--- config.mk ---
export PLATFORM = sky130hd
export DESIGN_NAME = pe_seq_ctrl_flat
export DESIGN_NICKNAME = d
export VERILOG_FILES = /design/src/rtl/pe_seq_ctrl_pkg.sv /design/src/rtl/pe_seq_ctrl_if.sv /design/src/rtl/pe_seq_ctrl_wait_timer.sv /design/src/rtl/pe_seq_ctrl.sv /design/src/flat_wrapper.sv
export SDC_FILE = /design/constraint.sdc
export NUM_CORES = 1
export LEC_CHECK = 0
export BUFFER_PORTS_ARGS = -buffer_cell sky130_fd_sc_hd__buf_2
export CAP_MARGIN = 20
export CELL_PAD_IN_SITES_DETAIL_PLACEMENT = 1
export CELL_PAD_IN_SITES_GLOBAL_PLACEMENT = 2
export CORE_MARGIN = 5
export CORE_UTILIZATION = 32
export CTS_BUF_LIST = sky130_fd_sc_hd__clkbuf_8
export DETAILED_ROUTE_END_ITERATION = 12
export PLACE_DENSITY_LB_ADDON = 0.3
export SETUP_SLACK_MARGIN = 0.5
export SYNTH_ARGS = -nofsm -noshare
export SYNTH_HDL_FRONTEND = slang
export SYNTH_HIERARCHICAL = 1
export SYNTH_SLANG_ARGS = --single-unit
--- constraint.sdc ---
create_clock -name clk -period 4.8 [get_ports clk]
set_clock_uncertainty 0.15 [all_clocks]
set_input_delay 0.72 -clock clk [delete_from_list [all_inputs] [get_ports clk]]
set_output_delay 0.72 -clock clk [all_outputs]
set_load 0.05 [all_outputs]
--- src/rtl/pe_seq_ctrl_pkg.sv ---
// Shared types and widths for the pe_core job sequencer.
package pe_ctrl_pkg;

    localparam int PE_SUM_W = 24;
    localparam int OPND_W   = 8;
    localparam int STATE_W  = 3;

    localparam logic [STATE_W-1:0] S_IDLE  = 3'd0;
    localparam logic [STATE_W-1:0] S_CLR   = 3'd1;
    localparam logic [STATE_W-1:0] S_FETCH = 3'd2;
    localparam logic [STATE_W-1:0] S_LOAD  = 3'd3;
    localparam logic [STATE_W-1:0] S_ISSUE = 3'd4;
    localparam logic [STATE_W-1:0] S_WAIT  = 3'd5;
    localparam logic [STATE_W-1:0] S_OUT   = 3'd6;

    typedef enum logic [STATE_W-1:0] {
        IDLE  = S_IDLE,
        CLR   = S_CLR,
        FETCH = S_FETCH,
        LOAD  = S_LOAD,
        ISSUE = S_ISSUE,
        WAIT  = S_WAIT,
        OUT   = S_OUT
    } state_e;

endpackage

--- src/rtl/pe_seq_ctrl_if.sv ---
// Job, operand-buffer, PE and result signals of one sequencer lane.
interface pe_seq_ctrl_if #(
    parameter int unsigned ADDR_W = 8,
    parameter int unsigned LEN_W  = 8
);
    import pe_ctrl_pkg::*;

    logic                job_vld;
    logic                job_rdy;
    logic [ADDR_W-1:0]   job_base;
    logic [LEN_W-1:0]    job_len;
    logic                job_mode;

    logic                mem_rd_en;
    logic [ADDR_W-1:0]   mem_rd_addr;
    logic [OPND_W-1:0]   mem_a;
    logic [OPND_W-1:0]   mem_b;

    logic                pe_reset;
    logic                pe_read_in;
    logic                pe_mode_sel;
    logic [OPND_W-1:0]   pe_a_mul;
    logic [OPND_W-1:0]   pe_b_mul;
    logic                pe_out_vld;
    logic [PE_SUM_W-1:0] pe_pro_sum;

    logic                res_vld;
    logic                res_rdy;
    logic [PE_SUM_W-1:0] res_data;
    logic                res_err;
    logic                busy;

    // master = the sequencer, slave = scheduler / buffer / PE side
    modport master (
        input  job_vld, job_base, job_len, job_mode,
        input  mem_a, mem_b, pe_out_vld, pe_pro_sum, res_rdy,
        output job_rdy, mem_rd_en, mem_rd_addr,
        output pe_reset, pe_read_in, pe_mode_sel, pe_a_mul, pe_b_mul,
        output res_vld, res_data, res_err, busy
    );

    modport slave (
        output job_vld, job_base, job_len, job_mode,
        output mem_a, mem_b, pe_out_vld, pe_pro_sum, res_rdy,
        input  job_rdy, mem_rd_en, mem_rd_addr,
        input  pe_reset, pe_read_in, pe_mode_sel, pe_a_mul, pe_b_mul,
        input  res_vld, res_data, res_err, busy
    );

endinterface

--- src/rtl/pe_seq_ctrl_wait_timer.sv ---
// Loadable down-counter that flags the last permitted cycle of a PE wait.
module pe_wait_timer #(
    parameter int unsigned TIMEOUT_CYC = 15
) (
    input  logic clk,
    input  logic reset,
    input  logic load,
    input  logic en,
    output logic expired
);
    localparam int unsigned CNT_W = (TIMEOUT_CYC > 1) ? $clog2(TIMEOUT_CYC) : 1;

    logic [CNT_W-1:0] cnt_reg;

    // Loaded with TIMEOUT_CYC-1 so the flag rises on the TIMEOUT_CYC-th enabled cycle.
    always_ff @(posedge clk) begin
        if (reset) begin
            cnt_reg <= '0;
        end else if (load) begin
            cnt_reg <= CNT_W'(TIMEOUT_CYC - 1);
        end else if (en && (cnt_reg != '0)) begin
            cnt_reg <= cnt_reg - CNT_W'(1);
        end
    end

    assign expired = en && (cnt_reg == '0);

endmodule

--- src/rtl/pe_seq_ctrl.sv ---
// Dot-product job sequencer for one pe_core MAC lane.
module pe_seq_ctrl #(
    parameter int unsigned ADDR_W      = 8,
    parameter int unsigned LEN_W       = 8,
    parameter int unsigned TIMEOUT_CYC = 15,
    parameter int unsigned CLR_CYC     = 1
) (
    input  logic          clk,
    input  logic          reset,
    pe_seq_ctrl_if.master bus
);
    import pe_ctrl_pkg::*;

    localparam int unsigned CLR_W = (CLR_CYC > 1) ? $clog2(CLR_CYC) : 1;

    logic [STATE_W-1:0]  state_reg, state_next;
    logic [ADDR_W-1:0]   base_reg;
    logic [LEN_W-1:0]    len_reg;
    logic [LEN_W-1:0]    idx_reg;
    logic                mode_reg;
    logic [CLR_W-1:0]    clr_cnt_reg;
    logic [OPND_W-1:0]   a_reg;
    logic [OPND_W-1:0]   b_reg;
    logic [PE_SUM_W-1:0] sum_reg;
    logic                err_reg;

    logic job_fire;
    logic last_elem;
    logic wait_expired;
    logic busy_int;
    logic out_int;

    assign job_fire  = (state_reg == S_IDLE) && bus.job_vld;
    assign last_elem = (idx_reg == len_reg - LEN_W'(1));
    assign busy_int  = (state_reg != S_IDLE);
    assign out_int   = (state_reg == S_OUT);

    pe_wait_timer #(
        .TIMEOUT_CYC (TIMEOUT_CYC)
    ) u_wait_timer (
        .clk     (clk),
        .reset   (reset),
        .load    (state_reg == S_ISSUE),
        .en      (state_reg == S_WAIT),
        .expired (wait_expired)
    );

    always_comb begin
        state_next = state_reg;
        case (state_reg)
            S_IDLE:  if (bus.job_vld) state_next = (bus.job_len == '0) ? S_OUT : S_CLR;
            S_CLR:   if (clr_cnt_reg == '0) state_next = S_FETCH;
            S_FETCH: state_next = S_LOAD;
            S_LOAD:  state_next = S_ISSUE;
            S_ISSUE: state_next = S_WAIT;
            // A result arriving on the expiry cycle still wins over the timeout.
            S_WAIT: begin
                if (bus.pe_out_vld) begin
                    state_next = last_elem ? S_OUT : S_FETCH;
                end else if (wait_expired) begin
                    state_next = S_OUT;
                end
            end
            S_OUT:   if (bus.res_rdy) state_next = S_IDLE;
            default: state_next = S_IDLE;
        endcase
    end

    always_ff @(posedge clk) begin
        if (reset) begin
            state_reg   <= S_IDLE;
            base_reg    <= '0;
            len_reg     <= '0;
            idx_reg     <= '0;
            mode_reg    <= 1'b0;
            clr_cnt_reg <= '0;
            a_reg       <= '0;
            b_reg       <= '0;
            sum_reg     <= '0;
            err_reg     <= 1'b0;
        end else begin
            state_reg <= state_next;
            if (job_fire) begin
                base_reg    <= bus.job_base;
                len_reg     <= bus.job_len;
                mode_reg    <= bus.job_mode;
                idx_reg     <= '0;
                sum_reg     <= '0;
                err_reg     <= 1'b0;
                clr_cnt_reg <= CLR_W'(CLR_CYC - 1);
            end
            if ((state_reg == S_CLR) && (clr_cnt_reg != '0)) begin
                clr_cnt_reg <= clr_cnt_reg - CLR_W'(1);
            end
            // Operands move only here so the PE sees them stable through ISSUE and WAIT.
            if (state_reg == S_LOAD) begin
                a_reg <= bus.mem_a;
                b_reg <= bus.mem_b;
            end
            if (state_reg == S_WAIT) begin
                if (bus.pe_out_vld) begin
                    sum_reg <= bus.pe_pro_sum;
                    if (!last_elem) idx_reg <= idx_reg + LEN_W'(1);
                end else if (wait_expired) begin
                    err_reg <= 1'b1;
                end
            end
        end
    end

    assign bus.job_rdy     = (state_reg == S_IDLE) && !reset;
    assign bus.busy        = busy_int;
    assign bus.mem_rd_en   = (state_reg == S_FETCH);
    assign bus.mem_rd_addr = (state_reg == S_FETCH) ? (base_reg + ADDR_W'(idx_reg)) : '0;
    assign bus.pe_reset    = reset || (state_reg == S_CLR);
    assign bus.pe_read_in  = (state_reg == S_ISSUE);
    assign bus.pe_mode_sel = busy_int && mode_reg;
    assign bus.pe_a_mul    = a_reg;
    assign bus.pe_b_mul    = b_reg;
    assign bus.res_vld     = out_int;
    assign bus.res_data    = out_int ? sum_reg : '0;
    assign bus.res_err     = out_int && err_reg;

endmodule

--- src/flat_wrapper.sv ---
// flat-port wrapper written by rule: the top's interface ports become plain ports
module pe_seq_ctrl_flat import pe_ctrl_pkg::*;
#(
    parameter int unsigned ADDR_W      = 8,
    parameter int unsigned LEN_W       = 8,
    parameter int unsigned TIMEOUT_CYC = 15,
    parameter int unsigned CLR_CYC     = 1
)
  (clk, reset, bus_job_vld, bus_job_base, bus_job_len, bus_job_mode, bus_mem_a, bus_mem_b, bus_pe_out_vld, bus_pe_pro_sum, bus_res_rdy, bus_job_rdy, bus_mem_rd_en, bus_mem_rd_addr, bus_pe_reset, bus_pe_read_in, bus_pe_mode_sel, bus_pe_a_mul, bus_pe_b_mul, bus_res_vld, bus_res_data, bus_res_err, bus_busy);
  pe_seq_ctrl_if #(.ADDR_W(ADDR_W), .LEN_W(LEN_W)) bus_i ();
  input  logic clk;
  input  logic reset;
  input wire logic [$bits(bus_i.job_vld)-1:0] bus_job_vld;
  input wire logic [$bits(bus_i.job_base)-1:0] bus_job_base;
  input wire logic [$bits(bus_i.job_len)-1:0] bus_job_len;
  input wire logic [$bits(bus_i.job_mode)-1:0] bus_job_mode;
  input wire logic [$bits(bus_i.mem_a)-1:0] bus_mem_a;
  input wire logic [$bits(bus_i.mem_b)-1:0] bus_mem_b;
  input wire logic [$bits(bus_i.pe_out_vld)-1:0] bus_pe_out_vld;
  input wire logic [$bits(bus_i.pe_pro_sum)-1:0] bus_pe_pro_sum;
  input wire logic [$bits(bus_i.res_rdy)-1:0] bus_res_rdy;
  output wire logic [$bits(bus_i.job_rdy)-1:0] bus_job_rdy;
  output wire logic [$bits(bus_i.mem_rd_en)-1:0] bus_mem_rd_en;
  output wire logic [$bits(bus_i.mem_rd_addr)-1:0] bus_mem_rd_addr;
  output wire logic [$bits(bus_i.pe_reset)-1:0] bus_pe_reset;
  output wire logic [$bits(bus_i.pe_read_in)-1:0] bus_pe_read_in;
  output wire logic [$bits(bus_i.pe_mode_sel)-1:0] bus_pe_mode_sel;
  output wire logic [$bits(bus_i.pe_a_mul)-1:0] bus_pe_a_mul;
  output wire logic [$bits(bus_i.pe_b_mul)-1:0] bus_pe_b_mul;
  output wire logic [$bits(bus_i.res_vld)-1:0] bus_res_vld;
  output wire logic [$bits(bus_i.res_data)-1:0] bus_res_data;
  output wire logic [$bits(bus_i.res_err)-1:0] bus_res_err;
  output wire logic [$bits(bus_i.busy)-1:0] bus_busy;
  assign bus_i.job_vld = bus_job_vld;
  assign bus_i.job_base = bus_job_base;
  assign bus_i.job_len = bus_job_len;
  assign bus_i.job_mode = bus_job_mode;
  assign bus_i.mem_a = bus_mem_a;
  assign bus_i.mem_b = bus_mem_b;
  assign bus_i.pe_out_vld = bus_pe_out_vld;
  assign bus_i.pe_pro_sum = bus_pe_pro_sum;
  assign bus_i.res_rdy = bus_res_rdy;
  assign bus_job_rdy = bus_i.job_rdy;
  assign bus_mem_rd_en = bus_i.mem_rd_en;
  assign bus_mem_rd_addr = bus_i.mem_rd_addr;
  assign bus_pe_reset = bus_i.pe_reset;
  assign bus_pe_read_in = bus_i.pe_read_in;
  assign bus_pe_mode_sel = bus_i.pe_mode_sel;
  assign bus_pe_a_mul = bus_i.pe_a_mul;
  assign bus_pe_b_mul = bus_i.pe_b_mul;
  assign bus_res_vld = bus_i.res_vld;
  assign bus_res_data = bus_i.res_data;
  assign bus_res_err = bus_i.res_err;
  assign bus_busy = bus_i.busy;
  pe_seq_ctrl #(.ADDR_W(ADDR_W), .LEN_W(LEN_W), .TIMEOUT_CYC(TIMEOUT_CYC), .CLR_CYC(CLR_CYC)) u_core (.clk(clk), .reset(reset), .bus(bus_i));
endmodule
==> results.yml <==
finish:
  largest_reg_flops: 24
  antenna_cells: 0
  stdcell_count: 709
  final_core_util_pct: 40.2
  drive_above_1_share_pct: 26.0
  final_common_cell: "buf_2"
  synthToLayoutAreaGrowth_pct: 23.8
  postLayoutCellArea_um2: 4550
  final_nets: 634
  layout_common_cells: "buf_2, nand2_1, dfxtp_1"
  ff_latch_area_um2: 1480
  multi_input_area_um2: 2020
  fillerInstances: 1430
clock_tree:
  ctsRootBufferMaster: "clkbuf_8"
  cts_buffers: 9
  ctsHtreeMaxLevel: 3
  cts_resized: 0
  cts_tree: "done"
  cts_num_sinks: 74
  cts_setup_buffers: 0
  path_clk_slew_ns: 0.08
  clock_latency_ns: 0.35
  holdBufCountCts: 0
  cts_buffer_depth: 2
logic_synthesis:
  syn_inst: 459
  ys.flop_type: "dfxtp_1"
  ys_ff_latch: 74
  mappedNetlistArea_um2: 3670
  synthArstFlopShare_pct: 0
  synthDistinctLibCells: 50
  ys_warn_count: 6
  synth_edf_count: 0
  synth_nets: 532
  synth.avg_cell_area_um2: 8.00
  yosysSeqAreaShare_pct: 40.3
critical_path:
  cp_slowest_cell: "a2111oi_0"
  cpMostUsedCell: "a21oi_1"
  path_depth: 8
  worstReg2RegStart: "u_core/state_reg[2]"
  ff2ff_setup_slack_ns: 1.94
  crit_buf_inv: 1
  required_ns: 3.93
  worstPathCellList: "ha_1 -> a21o_1 -> a21oi_1 -> o21bai_1 -> a2111oi_0 -> o21ai_0 -> a21oi_1 -> buf_2"
  max_stage_delay_ns: 0.55
  critical_path_class: "reg -> out"
  endpoint: "bus_mem_rd_addr[7]"
  start_kind: "flop"
  startpoint: "u_core/idx_reg[1]"
  r2r_end: "u_core/state_reg[2]"
  worstPathArrival_ns: 2.74
  crit_family: "compound AO/OA/AOI/OAI gates"
  r2r_cells: 8
  crit_fanout: 6
  crit_path_end_kind: "output port"
detailed_routing:
  dr.pass1.iters: 4
  wl_per_cell_um: 15.3
  vias_per_cell: 5.03
  drtIter0Drc: 111
  routed-via-count: 3568
  drc_errors: 0
  routed_wirelength_mm: 10.8
  postRouteAntennaNets: 0
sta:
  timing.final.crit_period_ns: 3.61
  rsz0062_at_grt: "false"
  holdWs_ns: 0.285
  final_hold_viol_count: 0
  drv_slew: 0
  fin_crit_sh_pct: 75.1
  fmax_mhz: 277
  relSlewSlack_pct: 39.4
  setup_tns_ns: 0
  setup_viol: 0
  tightestPinTransition_ns: 0.909
grt:
  grt_pass1_vias: 3593
  grt_max_degree: 31
  grt_pass1_wl_mm: 17.7
  grt.total_usage_pct: 16.1
  antenna_found_initial: 1
  grt.overflow.total: 0
pwr:
  p_per_area_nw_per_um2: 290
  p_leak_nw: 1.97
  vdd_drop_max_uv: 103
run:
  drv_cap: 0
worst_hold_path:
  hp-class: "reg -> reg"
floorplan:
  start_util_pct: 32.4
  die_height_um: 117
  die_area_um2: 13700
  top_level_ports: 118
  fp-row-count: 39
  die_w_um: 117
  core_um2: 11300
placement:
  gp_congestion: 0.776
  place_inst: 691
  dp_hpwl_mm: 7.84
  io_buffers: 117
  postPlaceCellArea_um2: 4340
status:
  status: "finished clean"
==> metal layers <==
layer	vias up	routed length, um	track usage, %
met4	2	87	4.13
met5	-	7	0
met2	56	5680	28.2
met3	9	454	3.86
met1	1708	4600	19.9
li1	1793	-	-
==> worst min path at each step <==
stage | from | end | slack (ns) | cells after the start
2_1_floorplan | u_core/clr_cnt_reg | u_core/clr_cnt_reg | 0.26 | 2
3_3_place_gp | u_core/clr_cnt_reg | u_core/clr_cnt_reg | 0.27 | 2
3_5_place_dp | u_core/clr_cnt_reg | u_core/clr_cnt_reg | 0.28 | 2
4_1_cts | u_core/clr_cnt_reg | u_core/clr_cnt_reg | 0.29 | 2
5_1_grt | u_core/clr_cnt_reg | u_core/clr_cnt_reg | 0.31 | 2
6_report | u_core/clr_cnt_reg | u_core/clr_cnt_reg | 0.28 | 2
==> area by class of cell <==
cell class,count,area share [%]
Clock inverter,5,0.825
Inverter,13,1.07
Sequential cell,74,32.6
Timing Repair Buffer,122,13.9
Clock buffer,11,3.33
Tap cell,143,3.93
Multi-Input combinational cell,341,44.4
==> per-stage QoR <==
stage / setup slack (ns) / power, mW
floorplan: 1.46 / 0.803
global placement: 1.66 / 0.870
detailed placement: 1.55 / 0.873
CTS: 1.15 / 1.34
global route: 0.979 / 1.40
finish: 1.19 / 1.32
==> cell usage after synthesis (all sizes together) (2+ instances only) <==
cell type	number	area, um2
a21oi	45	225
nand2b	8	50.1
mux2	2	22.5
and3b	2	17.5
o2111ai	2	17.5
buf	2	15.0
a21o	2	15.0
nor2	45	169
xor2	5	43.8
nor3	6	35.0
nor2b	2	12.5
mux2i	2	20.0
a31oi	6	37.5
o31ai	3	22.5
nand3	6	30.0
nand4b	4	35.0
nand2	78	295
or2	3	18.8
a22oi	24	180
a211o	2	17.5
and3	3	18.8
clkbuf	29	109
and2	29	181
or4	6	45.0
a2111oi	3	45.1
inv	13	48.8
xnor2	9	78.8
o21ai	7	35.0
ha	10	125
o211ai	6	45.0
dfxtp	74	1480
a41o	2	20.0
or3	5	36.3
o21bai	3	22.5
==> logic make-up (layout without fill, tap and decap cells) <==
group | Yosys count | in the layout | synth area share (%)
mux | 4 | 4 | 1.16
xor+xnor | 14 | 14 | 3.34
compound gates | 111 | 111 | 20.0
simple gates | 201 | 201 | 26.6
flops | 74 | 74 | 40.3
fa+ha+maj | 11 | 11 | 3.95
buf+inv | 44 | 151 | 4.70
==> power breakdown <==
part | internal, mW | switching (mW)
logic | 0.0719 | 0.135
registers | 0.631 | 0.0187
clock network | 0.218 | 0.244
total | 0.921 | 0.397
==> worst register-to-register path, stage by stage (launching register included) <==
cell and delay [ns]:
dfxtp_1 0.55, and3b_1 0.43, nand2_1 0.12, nor3_1 0.28
nor3b_1 0.09, a211oi_1 0.64, o21ai_0 0.15, a221oi_1 0.26
nor2_1 0.08
Power figures use the tool's default switching activity.
